`src/rtl/pend_arb_pkg.sv`:
```
// ---------------------------------------------------------------------------
// pend_arb_pkg
// Shared types and constants for the pending-request round-robin arbiter.
//   arb_state_t : FSM state encoding (IDLE / OFFER / CLEAR / WAIT), 2 bits
//   CNT_W       : width of the WAIT timeout counter (covers TMO up to 15)
//   wrap_add    : (base + off) folded back into 0..w-1, for base < w, off < w
// ---------------------------------------------------------------------------
package pend_arb_pkg;

   typedef enum logic [1:0] {
      IDLE  = 2'd0,
      OFFER = 2'd1,
      CLEAR = 2'd2,
      WAIT  = 2'd3
   } arb_state_t;

   localparam int CNT_W = 4;

   function automatic int wrap_add(input int base, input int off, input int w);
      int s;
      s = base + off;
      return (s >= w) ? (s - w) : s;
   endfunction

endpackage

```
`src/rtl/rr_pick.sv`:
```
// ---------------------------------------------------------------------------
// rr_pick
// Combinational wrap-around first-set scan: starting at ptr_i and moving
// upward (W-1 wraps to 0), report the first set bit of req_i.
//   req_i   [W-1:0]  request vector
//   ptr_i   [IW-1:0] scan start position, expected in 0..W-1
//   found_o          at least one request bit is set
//   index_o [IW-1:0] index of the first set bit at/after ptr_i (0 if none)
// W need not be a power of two.
// ---------------------------------------------------------------------------
module rr_pick
   import pend_arb_pkg::*;
#(
   parameter int  W  = 8,
   localparam int IW = $clog2(W)
) (
   input  logic [W-1:0]  req_i,
   input  logic [IW-1:0] ptr_i,
   output logic          found_o,
   output logic [IW-1:0] index_o
);

   // cand[k] is the request index sitting k places after the pointer.
   logic [IW-1:0] cand [W];
   logic [W-1:0]  hit;

   for (genvar gi = 0; gi < W; gi++) begin : g_rot
      assign cand[gi] = IW'(wrap_add(int'(ptr_i), gi, W));
      assign hit[gi]  = req_i[cand[gi]];
   end

   assign found_o = |hit;

   // Scan from the far end so the smallest offset is the last writer.
   always_comb begin
      index_o = '0;
      for (int k = W - 1; k >= 0; k--) begin
         if (hit[k]) begin
            index_o = cand[k];
         end
      end
   end

endmodule

```
`src/rtl/pend_arbiter.sv`:
```
// ---------------------------------------------------------------------------
// pend_arbiter
// Round-robin arbiter downstream of an edge-set/edge-clear pending latch
// array. Offers one request index at a time over valid/ready, returns a
// one-hot clear pulse on acceptance, then waits (bounded by TMO cycles) for
// the latched bit to drop before arbitrating again.
//   i_clk            clock, rising edge
//   i_rst            asynchronous active-high reset
//   i_pend  [W-1:0]  latched pending bits
//   o_valid          an index is offered
//   o_index [IW-1:0] offered index (meaningful while o_valid)
//   i_ready          consumer accepts the offer
//   o_clear [W-1:0]  one-hot, one-cycle clear pulse to the latch array
//   o_err            one-cycle pulse when the drop check times out
// All outputs are registered.
// ---------------------------------------------------------------------------
module pend_arbiter
   import pend_arb_pkg::*;
#(
   parameter int  W   = 8,
   parameter int  TMO = 4,
   localparam int IW  = $clog2(W)
) (
   input  logic          i_clk,
   input  logic          i_rst,
   input  logic [W-1:0]  i_pend,
   output logic          o_valid,
   output logic [IW-1:0] o_index,
   input  logic          i_ready,
   output logic [W-1:0]  o_clear,
   output logic          o_err
);

   arb_state_t       state_q, state_d;
   logic [IW-1:0]    ptr_q, ptr_d;
   logic [CNT_W-1:0] cnt_q, cnt_d;
   logic             valid_q, valid_d;
   logic [IW-1:0]    index_q, index_d;
   logic [W-1:0]     clear_q, clear_d;
   logic             err_q, err_d;

   logic             pick_found;
   logic [IW-1:0]    pick_index;

   rr_pick #(.W(W)) u_pick (
      .req_i   (i_pend),
      .ptr_i   (ptr_q),
      .found_o (pick_found),
      .index_o (pick_index)
   );

   always_comb begin
      state_d = state_q;
      ptr_d   = ptr_q;
      cnt_d   = cnt_q;
      valid_d = valid_q;
      index_d = index_q;
      clear_d = '0;   // clear and err are pulses: low unless set below
      err_d   = 1'b0;

      case (state_q)
         IDLE: begin
            if (pick_found) begin
               index_d = pick_index;
               valid_d = 1'b1;
               state_d = OFFER;
            end
         end

         OFFER: begin
            // The offer is held regardless of i_pend; only the handshake ends it.
            if (valid_q && i_ready) begin
               valid_d = 1'b0;
               clear_d = {{(W-1){1'b0}}, 1'b1} << index_q;
               ptr_d   = (index_q == IW'(W - 1)) ? '0 : index_q + 1'b1;
               state_d = CLEAR;
            end
         end

         CLEAR: begin
            cnt_d   = '0;
            state_d = WAIT;
         end

         WAIT: begin
            // index_q still names the granted bit after valid drops.
            if (!i_pend[index_q]) begin
               state_d = IDLE;
            end else begin
               cnt_d = cnt_q + 1'b1;
               if (cnt_d == CNT_W'(TMO)) begin
                  // Give up: the bit is assumed re-set by its source and will
                  // come round again once the pointer wraps back to it.
                  err_d   = 1'b1;
                  state_d = IDLE;
               end
            end
         end

         default: state_d = IDLE;
      endcase
   end

   always_ff @(posedge i_clk or posedge i_rst) begin
      if (i_rst) begin
         state_q <= IDLE;
         ptr_q   <= '0;
         cnt_q   <= '0;
         valid_q <= 1'b0;
         index_q <= '0;
         clear_q <= '0;
         err_q   <= 1'b0;
      end else begin
         state_q <= state_d;
         ptr_q   <= ptr_d;
         cnt_q   <= cnt_d;
         valid_q <= valid_d;
         index_q <= index_d;
         clear_q <= clear_d;
         err_q   <= err_d;
      end
   end

   assign o_valid = valid_q;
   assign o_index = index_q;
   assign o_clear = clear_q;
   assign o_err   = err_q;

endmodule

```
`config.mk`:
```
export PLATFORM = sky130hd
export DESIGN_NAME = pend_arbiter
export DESIGN_NICKNAME = d
export VERILOG_FILES = /design/src/rtl/pend_arb_pkg.sv /design/src/rtl/rr_pick.sv /design/src/rtl/pend_arbiter.sv
export SDC_FILE = /design/constraint.sdc
export NUM_CORES = 1
export LEC_CHECK = 0
export ABC_AREA = 0
export BUFFER_PORTS_ARGS = -buffer_cell sky130_fd_sc_hd__buf_2
export CORE_AREA = 2 2 87 47
export CTS_CLUSTER_DIAMETER = 200
export DETAILED_ROUTE_END_ITERATION = 7
export DIE_AREA = 0 0 89 49
export GPL_TIMING_DRIVEN = 0
export MAX_ROUTING_LAYER = met4
export PLACE_DENSITY = 0.87
export SETUP_SLACK_MARGIN = 0.2
export SYNTH_ARGS = -nofsm -noshare
export SYNTH_HDL_FRONTEND = slang
export SYNTH_HIERARCHICAL = 1
export SYNTH_SLANG_ARGS = --single-unit
```
`constraint.sdc`:
```
create_clock -name i_clk -period 4.4 [get_ports i_clk]
set_input_delay 0.44 -clock i_clk [delete_from_list [all_inputs] [get_ports i_clk]]
set_output_delay 0.44 -clock i_clk [all_outputs]
set_load 0.02 [all_outputs]
```
Word level (Yosys, flattened, before mapping)
Cells that the tools add are included.

Flip-flop bits (word level): 22. Bits of input ports: 11. Output and inout port bits: 13. Word-level logic and storage cells: 111.

Add/subtract/negate cells: 17. Magnitude comparators: 17. Equality and inequality tests: 9. Shift operators: 1. Mux-type cells: 50. Reductions and logical operators: 10.

Operator list (count): 3-bit 2-to-1 mux (17); 3-bit by 4-bit less-than comparator with 1-bit output (second input constant) (9); 4-bit greater-or-equal comparator (second input constant) (7); 1-bit binary-select mux with 3-bit select (9); 3-bit by 1-bit subtractor with 3-bit output (second input constant) (8); 3-bit by 3-bit adder with 4-bit output (second input constant) (4); 8-bit 2-to-1 mux (2); 1-bit 2-to-1 mux (14); 3-bit by 2-bit adder with 4-bit output (second input constant) (2); 2-bit 2-to-1 mux (4); 2-bit one-hot mux with 4 select lines (1); 4-bit one-hot mux with 2 select lines (1); 8-bit OR reduction (1); 1-bit by 3-bit left shift with 8-bit output (first input constant) (1); 2-bit inequality test (second input constant) (3); 2-bit AND reduction (3); 3-bit AND reduction (2); 3-bit by 1-bit adder with 4-bit output (second input constant) (1); 4-bit by 1-bit adder with 4-bit output (second input constant) (1); 2-bit == test (second input constant) (2); 4-bit by 3-bit == test with 1-bit output (second input constant) (1); 3-bit by 4-bit greater-or-equal comparator with 1-bit output (second input constant) (1); 4-bit 2-to-1 mux (1); 2-bit nonzero test (2); other kinds (7) (7).

Logic depth before layout (Yosys ltp)
Depth after elaboration: 13. Depth in mapped cells: 12. Mapped depth without buffers: 9.

Hierarchy
The synthesis kept the hierarchy.

Modules (own cells, without submodules): pend_arbiter (instances 1, cells each 98, area each 1129.8 um2, sequential area each 550.5 um2); rr_pick (instances 1, cells each 90, area each 782.0 um2, sequential area each 0.0 um2).

Least setup slack after synthesis
Ideal clock, no wire load.

Path type: register -> register. From: register ptr_q[1]. To: register index_q[0] (netlist: o_index[0]). Library setup time: 0.125 ns. Arrival time: 2.862 ns. Data required time: 4.275 ns. Path slack: 1.413 ns. Cell stages (with the launch flop): 13. Path buffers: 3. Period minus slack after synthesis: 2.987 ns. Path through: dfrtp_1 > buf_4 > buf_4 > inv_1 > ha_1 > clkbuf_1 > mux4_2 > mux2_4 > o21ai_2 > a31oi_1 > o21bai_1 > mux2_1 > mux2_2.

Word-level cells in the longest chain between the ends: 13. Elaborated cells between the ends (all ways): 57. Classes of those cells: add/sub: 15; order compare: 8; mux: 32; reduce/logical: 2.

Ends and longest elaborated chain: from (decl) (RTL line pend_arbiter.sv:35) `logic [IW-1:0] ptr_q, ptr_d;`; from (signal assigned) (RTL line pend_arbiter.sv:115) `ptr_q <= ptr_d;`; 3-bit by 3-bit adder with 4-bit output (RTL line pend_arb_pkg.sv:21) `s = base + off;`; 4-bit greater-or-equal comparator or 3-bit by 1-bit subtractor with 3-bit output (tied branches) (RTL line pend_arb_pkg.sv:22) `return (s >= w) ? (s - w) : s;`; 3-bit 2-to-1 mux (RTL line pend_arb_pkg.sv:22); 1-bit binary-select mux with 3-bit select (RTL line rr_pick.sv:29) `assign hit[gi] = req_i[cand[gi]];`; 1-bit 2-to-1 mux (not written as such) (RTL line rr_pick.sv:29); 3-bit 2-to-1 mux (7 in series) (RTL line rr_pick.sv:38) `if (hit[k]) begin`; 3-bit 2-to-1 mux (*) (RTL line rr_pick.sv:38); named net pick_index[0] (RTL line pend_arbiter.sv:43) `logic [IW-1:0] pick_index;`; to (signal assigned) (RTL line pend_arbiter.sv:118) `index_q <= index_d;`; to (decl) (RTL line pend_arbiter.sv:38) `logic [IW-1:0] index_q, index_d;`.

The timed path passes the listed nets; every way through them passes the cells marked *. The select of a mux whose other input is x is not followed. A chain may end at the register's enable or synchronous reset.

Worst setup path in the final report
From: register ptr_q[1]. To: register state_q[1].

Word-level cells in the longest chain between the ends: 8. Elaborated cells between the ends (all ways): 50. Classes of those cells: add/sub: 15; order compare: 8; eq/ne: 1; mux: 24; reduce/logical: 2.

Ends and longest elaborated chain: 3-bit by 1-bit adder with 4-bit output, or another cell as far along (RTL line pend_arb_pkg.sv:21); 4-bit greater-or-equal comparator or 3-bit by 1-bit subtractor with 3-bit output (tied branches) (RTL line pend_arb_pkg.sv:22); 3-bit 2-to-1 mux (RTL line pend_arb_pkg.sv:22); 1-bit binary-select mux with 3-bit select (RTL line rr_pick.sv:29); 1-bit 2-to-1 mux (not written as such) (RTL line rr_pick.sv:29); 8-bit OR reduction (*) (RTL line rr_pick.sv:32) `assign found_o = |hit;`; named net pick_found (RTL line pend_arbiter.sv:42) `logic pick_found;`; 2-bit inequality test (no line) (*); 3-bit AND reduction (no line) (*); to (signal assigned) (RTL line pend_arbiter.sv:114) `state_q <= state_d;`; to (decl) (RTL line pend_arbiter.sv:34) `arb_state_t state_q, state_d;`.

Marked as above.

==> flow_metrics.tcl <==
set metrics [dict create \
    status "finished clean" \
    synth-main-ff-cell "dfrtp_1" \
    cts_post_setup_buffers_inserted 0 \
    maxSlewHeadroom_pct 44.1 \
    ant_nets 0 \
    clock_latency_ns 0.27 \
    synth_top_family_by_area "multiplexers" \
    setup_slack_ns 0.926 \
    cap_violations 0 \
    portBuffers 23 \
    fin_nets 241 \
    cts_resized 0 \
    power_density_mw_per_mm2 204 \
    ir_worst_vdd_mv 0.124 \
    area_growth_pct 13.3 \
    ys_warn_count 6 \
    r2r_cells 12 \
    dp_cells 265 \
    dp_slack_ns 1.01 \
    cts_buffer_depth 2 \
    timing.final.crit_period_ns 3.47 \
    fmax_mhz 288 \
    crit_path_top_delay_cell "mux4_1" \
    synth_edf_count 0 \
    cts_max_level 1 \
    grt_pass1_vias 1407 \
    critPathCaptureType "register" \
    root_buffer "clkbuf_8" \
    synth_seq_cells 22 \
    grt_pass1_wl_um 7130 \
    via_count 1580 \
    yosysTopAreaCell "dfrtp_1" \
    num_rows 16 \
    cp_cell_sequence "buf_4, buf_4, inv_1, ha_1, clkbuf_1, mux4_1, nor4_1, nand4_1, nor2b_1, a21oi_1, o21ai_2, mux2_4" \
    synthAdderAreaFrac_pct 9.16 \
    synth_most_common_cell "dfrtp_1" \
    globalplace.congestion 0.948 \
    drive_gt1_share_pct 23.3 \
    tightestPinTransition_ns 0.838 \
    ctsHoldBuffers 0 \
    synth_xor_area_share_pct 1.83 \
    whs_ns 0.324 \
    synth_top_area_share_pct 28.8 \
    dp_hpwl_um 3430 \
    drc 0 \
    clock-sinks 22 \
    power_leakage_uw 0.00104 \
    maxSlewViolCount 0 \
    finalSetupTns_ns 0 \
    pin_count 24 \
    avgSynthCellArea_um2 10.2 \
    start_util_pct 51.9 \
    drtIter0Drc 165 \
    period_share_pct 79.0 \
    die_w_um 89 \
    crit_path_frequent_cell "buf_4" \
    startpoint_type "register" \
    antenna_cells 0 \
    cts_tree "built" \
    cts_made_buffers 3 \
    crit_fanout 10 \
    core_area_mm2 0.00368 \
    wl_per_cell_um 16.6 \
    worstPathRequired_ns 4.56 \
    finalSetupViolCount 0 \
    nFillCells 327 \
    synth_commonest_cells "dfrtp_1 (22), nand2_1 (18), ha_1 (14), inv_1 (14), a21oi_1 (10)" \
    p_total_uw 442 \
    track_usage_pct 22.4 \
    grt_max_degree 23 \
    dieArea_mm2 0.00436 \
    die_h_um 49 \
    drtPass1Iterations 4 \
    hp-class "input pin to asynchronous set/reset pin" \
    critical_path_class "register to register" \
    yosys-mux-area-fraction_pct 25.7 \
    synth-simple-area-share_pct 15.8 \
    slowest_delay_ns 0.50 \
    synth.distinct_cells 47 \
    ys_top_cells_by_area "dfrtp_1 (29%), mux4_1 (9.6%), ha_1 (9.2%), mux4_2 (5.9%), mux2_2 (4.1%)" \
    netlist_instances 188 \
    finClkSkew_ns 0.00277 \
    antenna_found_initial 0 \
    clk_transition_reported_paths_ns 0.08 \
    synth-compound-area-share_pct 13.6 \
    ys_seq_area_share_pct 28.8 \
    wirelength_um 4470 \
    stdcell_count 269 \
    synth_fp_nets 213 \
    hold_viol_final 0 \
    via_per_inst 5.87 \
    rsz0062_at_grt "false" \
    synth-async-reset-ratio_pct 100 \
    crit_arrival_ns 3.63 \
    synth_area_mm2 0.00191 \
    grt.overflow.total 0 \
]
## worst max-delay path, delay by kind of cell, from the launching register on
family / cells / cell delay [ns]
buffers and inverters: 4 / 0.85
flip-flops: 1 / 0.39
adder cells (fa/ha/maj): 1 / 0.30
multiplexers: 2 / 0.82
AO/OA/AOI/OAI: 2 / 0.15
AND/OR/NAND/NOR: 3 / 0.83
## metal layers
| metal | GRT usage [%] | vias up | wire length (um) |
|---|---|---|---|
| li1 | - | 755 | - |
| met1 | 36.1 | 754 | 2270 |
| met2 | 28.0 | 66 | 1790 |
| met3 | 6.60 | 5 | 378 |
| met4 | 3.23 | 0 | 29 |
| met5 | - | - | 0 |
## stage by stage
step	cell area (um^2)	utilization, %
after floorplan	1910	-
after global placement	2090	56.9
after detailed placement	2090	56.9
after CTS	2170	58.8
after global routing	2170	58.8
final	2170	58.8
## power breakdown
group	internal, uW	switching (uW)	total (uW)
registers	202	0	202
clock network	122	69.1	191
logic	20.5	29.1	49.5
## cells in the final DEF (no fill, tap or decap), types with 2 or more instances in the layout
cell type	synthesis	final
ha_1	14	14
nand2b_1	2	2
and2_1	4	4
clkbuf_1	3	3
nor3_1	2	2
inv_1	14	14
and3_1	8	8
o22ai_1	2	2
clkbuf_8	0	3
nor2_1	7	7
o21ai_2	2	2
mux4_1	7	7
o21ai_0	8	8
dfrtp_1	22	22
nand2_1	18	18
o31ai_1	2	2
nand3_1	6	6
buf_4	3	3
a31oi_1	3	3
nor2b_1	5	5
mux4_2	5	5
mux2_2	7	7
mux2_4	3	3
xor2_1	3	3
mux2i_1	6	6
a21oi_1	10	10
buf_2	0	23
## cell families after synthesis
group                      Yosys count
AOI/OAI and AO/OA                   40
xor gates and xnor gates             4
adders and majority gates           14
buffers and inverters               21
DFF                                 22
muxes                               29
and+or+nand+nor                     58
## state kept, by name, summed over array words and instances (netlist names)
signal and count:
o_valid 1, o_err 1, o_clear 8, cnt_q 4, o_index 3, ptr_q 3, state_q 2
## final cells by class
type / instances / area, um^2 / area share, %
multi-input combinational: 145 / 1260 / 58.3
inverter: 14 / 52.6 / 2.43
timing repair buffer: 23 / 115 / 5.31
tap: 54 / 67.6 / 3.12
buffer: 7 / 45.0 / 2.08
clock buffer: 3 / 41.3 / 1.91
clock inverter: 1 / 30.0 / 1.39
sequential: 22 / 551 / 25.4
## path summary, 6_finish.rpt
path                            startpoint    endpoint  slack (ns)
worst max-delay path              ptr_q[1]  state_q[1]        0.93
worst min-delay path                 i_rst  o_clear[3]        0.32
worst max register to register    ptr_q[1]  state_q[1]        0.93
worst min register to register    cnt_q[2]    cnt_q[2]        0.54
max in group asynchronous            i_rst  o_clear[4]        3.56
min in group i_clk                 i_ready     o_valid        0.53
Note: power is estimated with default switching activity, not from simulation.
